--- src/rtl/sdram_req_responder.sv ---
// Single-outstanding request responder: converts read_req/write_req/valid requests
// into Avalon-MM master commands, with range checking, read timeout and sticky errors.
module sdram_req_responder #(
    parameter int                ADDR_W       = 25,
    parameter int                DATA_W       = 32,
    parameter logic [ADDR_W:0]   MEM_WORDS    = 26'h2000000,
    parameter int                TIMEOUT      = 255,
    parameter logic [DATA_W-1:0] TIMEOUT_DATA = 32'hDEADBEEF
) (
    input  logic              Clk,
    input  logic              Reset_n,
    input  logic              read_req,
    input  logic              write_req,
    input  logic [ADDR_W-1:0] address_to_sdram,
    input  logic [DATA_W-1:0] data_out,
    output logic              valid,
    output logic [DATA_W-1:0] data_from_sdram,
    output logic [ADDR_W-1:0] avm_address,
    output logic              avm_read,
    output logic              avm_write,
    output logic [DATA_W-1:0] avm_writedata,
    input  logic              avm_waitrequest,
    input  logic [DATA_W-1:0] avm_readdata,
    input  logic              avm_readdatavalid,
    input  logic              clear_err,
    output logic              err_timeout,
    output logic              err_range,
    output logic              err_proto
);

    typedef enum logic [2:0] {
        IDLE,
        RD_CMD,
        RD_WAIT,
        WR_CMD,
        RESP
    } state_t;

    // Counter value seen during the last permitted RD_WAIT cycle.
    localparam logic [9:0] TIMEOUT_LAST = 10'(TIMEOUT - 1);

    state_t            state;
    state_t            next_state;
    logic [ADDR_W-1:0] addr_q;
    logic [DATA_W-1:0] wdata_q;
    logic [DATA_W-1:0] rdata_q;
    logic [9:0]        cnt;

    logic in_range;
    logic any_req;
    logic timeout_hit;
    logic range_set;
    logic proto_set;
    logic timeout_set;

    assign in_range    = ({1'b0, address_to_sdram} < MEM_WORDS);
    assign any_req     = read_req | write_req;
    assign timeout_hit = (cnt == TIMEOUT_LAST);
    assign range_set   = (state == IDLE) && any_req && !in_range;
    assign proto_set   = (state == IDLE) && read_req && write_req;
    assign timeout_set = (state == RD_WAIT) && !avm_readdatavalid && timeout_hit;

    always_ff @(posedge Clk or negedge Reset_n) begin
        if (!Reset_n) begin
            state <= IDLE;
        end else begin
            state <= next_state;
        end
    end

    always_comb begin
        next_state = state;
        case (state)
            IDLE: begin
                if (any_req) begin
                    if (!in_range)     next_state = RESP;
                    else if (read_req) next_state = RD_CMD;
                    else               next_state = WR_CMD;
                end
            end
            RD_CMD:  if (!avm_waitrequest) next_state = RD_WAIT;
            RD_WAIT: if (avm_readdatavalid || timeout_hit) next_state = RESP;
            WR_CMD:  if (!avm_waitrequest) next_state = RESP;
            RESP:    next_state = IDLE;
            default: next_state = IDLE;
        endcase
    end

    always_comb begin
        avm_read        = (state == RD_CMD);
        avm_write       = (state == WR_CMD);
        valid           = (state == RESP);
        avm_address     = addr_q;
        avm_writedata   = wdata_q;
        data_from_sdram = rdata_q;
    end

    // Request latching, read data capture and the RD_WAIT timeout counter.
    always_ff @(posedge Clk or negedge Reset_n) begin
        if (!Reset_n) begin
            addr_q  <= '0;
            wdata_q <= '0;
            rdata_q <= '0;
            cnt     <= '0;
        end else begin
            case (state)
                IDLE: begin
                    if (any_req) begin
                        rdata_q <= '0;
                        if (in_range) begin
                            addr_q <= address_to_sdram;
                            if (!read_req) wdata_q <= data_out;
                        end
                    end
                end
                RD_CMD: begin
                    if (!avm_waitrequest) cnt <= '0;
                end
                RD_WAIT: begin
                    cnt <= cnt + 10'd1;
                    if (avm_readdatavalid) rdata_q <= avm_readdata;
                    else if (timeout_hit)  rdata_q <= TIMEOUT_DATA;
                end
                default: ;
            endcase
        end
    end

    // Sticky flags: a set event in the same cycle as clear_err takes priority.
    always_ff @(posedge Clk or negedge Reset_n) begin
        if (!Reset_n) begin
            err_timeout <= 1'b0;
            err_range   <= 1'b0;
            err_proto   <= 1'b0;
        end else begin
            err_timeout <= timeout_set | (err_timeout & ~clear_err);
            err_range   <= range_set   | (err_range   & ~clear_err);
            err_proto   <= proto_set   | (err_proto   & ~clear_err);
        end
    end

endmodule
--- config.mk ---
export PLATFORM = sky130hd
export DESIGN_NAME = sdram_req_responder
export DESIGN_NICKNAME = d
export VERILOG_FILES = /design/src/rtl/sdram_req_responder.sv
export SDC_FILE = /design/constraint.sdc
export NUM_CORES = 1
export LEC_CHECK = 0
export BUFFER_PORTS_ARGS = -buffer_cell sky130_fd_sc_hd__buf_4
export CAP_MARGIN = 20
export CORE_MARGIN = 1
export CORE_UTILIZATION = 51
export DETAILED_ROUTE_END_ITERATION = 12
export GPL_TIMING_DRIVEN = 0
export MAX_ROUTING_LAYER = met4
export PLACE_DENSITY = 0.85
export RECOVER_POWER = 50
export SLEW_MARGIN = 40
export SYNTH_ARGS = -nofsm -noshare
export SYNTH_HDL_FRONTEND = slang
export SYNTH_SLANG_ARGS = --single-unit
--- constraint.sdc ---
create_clock -name Clk -period 4.9 [get_ports Clk]
set_clock_uncertainty 0.2 [all_clocks]
set_input_delay 0.98 -clock Clk [delete_from_list [all_inputs] [get_ports Clk]]
set_output_delay 0.98 -clock Clk [all_outputs]
set_load 0.03 [all_outputs]
======== Word level (Yosys, flattened, before mapping) ========
Cells that the tools add are included.
storage, ports and cells
  register bits after elaboration ......... 105
  output and inout bits ................... 95
cells by class
  add/sub/neg operators ................... 1
  equal/unequal tests ..................... 10
  multiplexer cells ....................... 12
  bitwise operators ....................... 8
  reduce and logical (&&, ||, !) cells .... 14
operators by type and width
  kind                                                  count
  2-to-1 mux 32 bit                                     3
  one-hot mux 32 bit (2 select lines)                   1
  one-hot mux 10 bit (2 select lines)                   1
  2-to-1 mux 3 bit                                      4
  one-hot mux 3 bit (4 select lines)                    1
  adder 10 x 1 -> 10 bit, second input constant         1
  equality test 10 x 8 -> 1 bit, second input constant  1
  2-to-1 mux 10 bit                                     1
  equality test 3 x 2 -> 1 bit, second input constant   2
  != test 2 bit, second input constant                  3
  AND reduction 3 bit                                   2
  logical AND 1 bit                                     4
  AND reduction 2 bit                                   2
  AND reduction 4 bit                                   1
  nonzero test 2 bit                                    2
  AND 1 bit                                             3
  equality test 3 x 1 -> 1 bit, second input constant   1
  equality test 3 bit, second input constant            1
  zero test 3 bit                                       1
  != test 3 bit, second input constant                  1
  bitwise OR 1 bit                                      3
  2-to-1 mux 2 bit                                      1
  != test 2 x 1 -> 1 bit, second input constant         1
  inverter 1 bit                                        2
  other kinds (2)                                       2

======== Logic depth before layout (Yosys ltp) ========
  depth in word-level cells ............... 4
  depth in mapped cells ................... 7
  gate-level depth less buffers ........... 6

======== Worst setup path after synthesis ========
OpenSTA, ideal clock, no wires.
  kind .................................... input -> register
  from .................................... in avm_readdatavalid
  to ...................................... reg rdata_q[28] (netlist: data_from_sdram[28])
  data arrival time ....................... 2.267 ns
  required time ........................... 4.575 ns
  setup slack ............................. 2.308 ns
  stages .................................. 6
  cell sequence ........................... clkbuf_1 > nor4b_2 > o31ai_4 > o311ai_4 > buf_4 > mux2_4
on the way
  word-level cells in the longest chain between the ends .. 2
  elaborated cells between the ends (all ways) .. 4
RTL lines
  item                                                                                  line  source
  start: declaration                                                                    24    input logic avm_readdatavalid,
  != test 3 bit (no line) or 2-to-1 mux 32 bit (tied branches)                          -
  AND reduction 3 bit (no line) or one-hot mux 32 bit (2 select lines) (tied branches)  -
  end signal: assignment                                                                121   if (avm_readdatavalid) rdata_q <= avm_readdata;
  end: declaration                                                                      46    logic [DATA_W-1:0] rdata_q;
Several ways; a longest one is shown, not always the timed one.
A chain may end at the register's enable or synchronous reset.

==> results.json <==
{
  "die_w_um": 96.14,
  "slew_headroom_pct": -72.79,
  "ys.flop_type": "dfrtp_1",
  "layout_commonest_cell": "buf_4",
  "layout.nets": 634,
  "ys_warn_count": 0,
  "numCtsBuffers": 9,
  "start_kind": "primary input",
  "crit_family": "buffers and inverters",
  "die_h_um": 96.14,
  "num_vias": 3366,
  "dieArea_um2": 9242,
  "p_leak_nw": 3.208,
  "clockBufferDepth": 2,
  "critPathSlowestCell": "clkbuf_1",
  "crit_chain": "clkbuf_1",
  "setup_viol": 0,
  "ant_nets": 0,
  "cts.repair.resized": 0,
  "status": "finished with violations",
  "grt_max_degree": 106,
  "first_global_vias": 3489,
  "powerDensity_nw_per_um2": 741.7,
  "finalWeightedCongestion": 0.7950,
  "synth_area_per_cell_um2": 13.49,
  "grt_pass1_wl_mm": 16.25,
  "viasPerCell": 5.211,
  "worstMarginPinSlew_ns": 2.592,
  "synth_edf_count": 0,
  "crit_path_max_incr_delay_ns": 1.80,
  "rsz0062_at_grt": "false",
  "hp-class": "reg2reg",
  "yosysSeqAreaShare_pct": 58.14,
  "cp-end-kind": "asynchronous set/reset pin",
  "dp_hpwl_mm": 7.781,
  "ys_ff_latch": 105,
  "io-pin-count": 191,
  "path_buf_inv": 1,
  "cts-root-buf": "clkbuf_8",
  "synth_fp_nets": 433,
  "track_usage_pct": 23.78,
  "routed_wl_mm": 10.50,
  "critical_path_class": "in2async",
  "cts-hold-fix-buffers": 0,
  "failed_checks": "capacitance limit, slew limit",
  "drt_iter0_markers": 101,
  "clk_latency_ns": 0.35,
  "antenna_found_initial": 0,
  "crit_arrival_ns": 2.81,
  "min_period_ns": 3.092,
  "peakVddDrop_v": 0.0003786,
  "synth.distinct_cells": 42,
  "synthTopCellsByArea": "dfrtp_1 58%, mux2_2 14%, mux2_4 7.3%, a21oi_1 3.2%, inv_1 2.2%",
  "clkSinkCount": 105,
  "clock.fmax_mhz": 323.5,
  "fp.coreArea_um2": 8382,
  "numPortBuffers": 189,
  "crit_required_ns": 4.62,
  "drv_cap": 1,
  "tns_ns": 0,
  "start_util_pct": 53.92,
  "cts-htree-levels": 3,
  "n_antenna_cell": 0,
  "synth_cells": 335,
  "synthToLayoutAreaGrowth_pct": 38.46,
  "final-max-slew-violation-count": 48,
  "final_core_util_pct": 74.65,
  "gr-total-overflow": 0,
  "drive_gt1_share_pct": 53.05,
  "cts_setup_buffers": 0,
  "hold_viol": 0,
  "yosysTopAreaCell": "dfrtp_1",
  "synth.top_cell.area_share_pct": 58.14,
  "synthesis.area_um2": 4519,
  "final_cell_mix": "183 x buf_4, 105 x dfrtp_1, 57 x mux2_2",
  "cts_tree": "built",
  "fin_crit_sh_pct": 63.09,
  "synth-async-reset-ratio_pct": 100.0,
  "wl_per_cell_um": 16.26,
  "dr.pass1.iters": 4,
  "worstPathMaxFanout": 48,
  "rows": 33,
  "clkTransAtPathRegs_ns": 0.09,
  "drc": 0
}
==> per-layer routing <==
metal	vias up	wire, µm	share of wire [%]	global-route usage, %
met4	0	191	1.8	8.458
met1	1654	4307	41	28.26
met3	17	608	5.8	4.423
met2	124	5396	51	40.43
met5	-	0	0	-
li1	1571	-	-	-
==> cell usage after synthesis, drive strengths merged, types with 3 or more instances <==
cell type and n:
dfrtp 105, a22o 8, nand4 3, nor2 6, buf 11, clkbuf 9, and3 3, o21ai 9
mux2i 4, a21oi 29, nand3 4, mux2 81, inv 27, nand2 10
==> cell type report <==
cell class	instances	area, µm²
Buffer	20	97.59
Clock buffer	11	141.4
Clock inverter	5	63.81
Fill cell	559	2125
Inverter	27	101.3
Multi-Input combinational cell	183	1674
Sequential cell	105	2628
Tap cell	105	131.4
Timing Repair Buffer	190	1420
==> kinds of logic (layout without fill, tap and decap cells) <==
| kind of cell | after synthesis | in the layout | share of synthesized area, % |
|---|---|---|---|
| and+or+nand+nor | 41 | 41 | 5.731 |
| adders and majority gates | 2 | 2 | 0.5536 |
| buffers and inverters | 47 | 253 | 4.513 |
| AOI/OAI and AO/OA | 55 | 55 | 8.168 |
| muxes | 85 | 85 | 22.90 |
| DFF | 105 | 105 | 58.14 |
==> state kept, by name, indices dropped and copies added, names as in the netlist <==
name	count
avm_writedata	32
data_from_sdram	32
avm_address	25
cnt	10
state	3
err_proto	1
err_range	1
err_timeout	1
==> final timing paths <==
check,cells after the start,to,start,slack [ns]
max,1,avm_writedata[25],Reset_n,1.81
min,1,data_from_sdram[31],data_from_sdram[31],0.31
max reg2reg,6,avm_address[4],state[2],2.36
min reg2reg,1,data_from_sdram[31],data_from_sdram[31],0.31
max in group Clk,3,avm_write,state[1],2.16
min in group asynchronous,1,data_from_sdram[29],Reset_n,1.22
==> per-stage QoR <==
step	total power [mW]	instances	cell area [µm²]	hold slack, ns	setup slack (ns)
floorplan	3.213	335	4519	0.2677	2.308
global placement	4.054	629	6070	0.2802	2.100
detailed placement	4.135	629	6077	0.2866	2.095
CTS	4.693	645	6282	0.3076	2.136
global route	4.899	646	6257	0.3227	1.296
finish	4.641	646	6257	0.3103	1.808
==> power by group <==
part	total [mW]	leakage, nW	internal, mW	switching [mW]
Clock	0.553	0.0937	0.254	0.299
Combinational	2.57	1.80	1.13	1.44
Sequential	1.52	1.32	1.28	0.244
Total	4.64	3.21	2.66	1.98
Note: power is estimated with default switching activity, not from simulation.
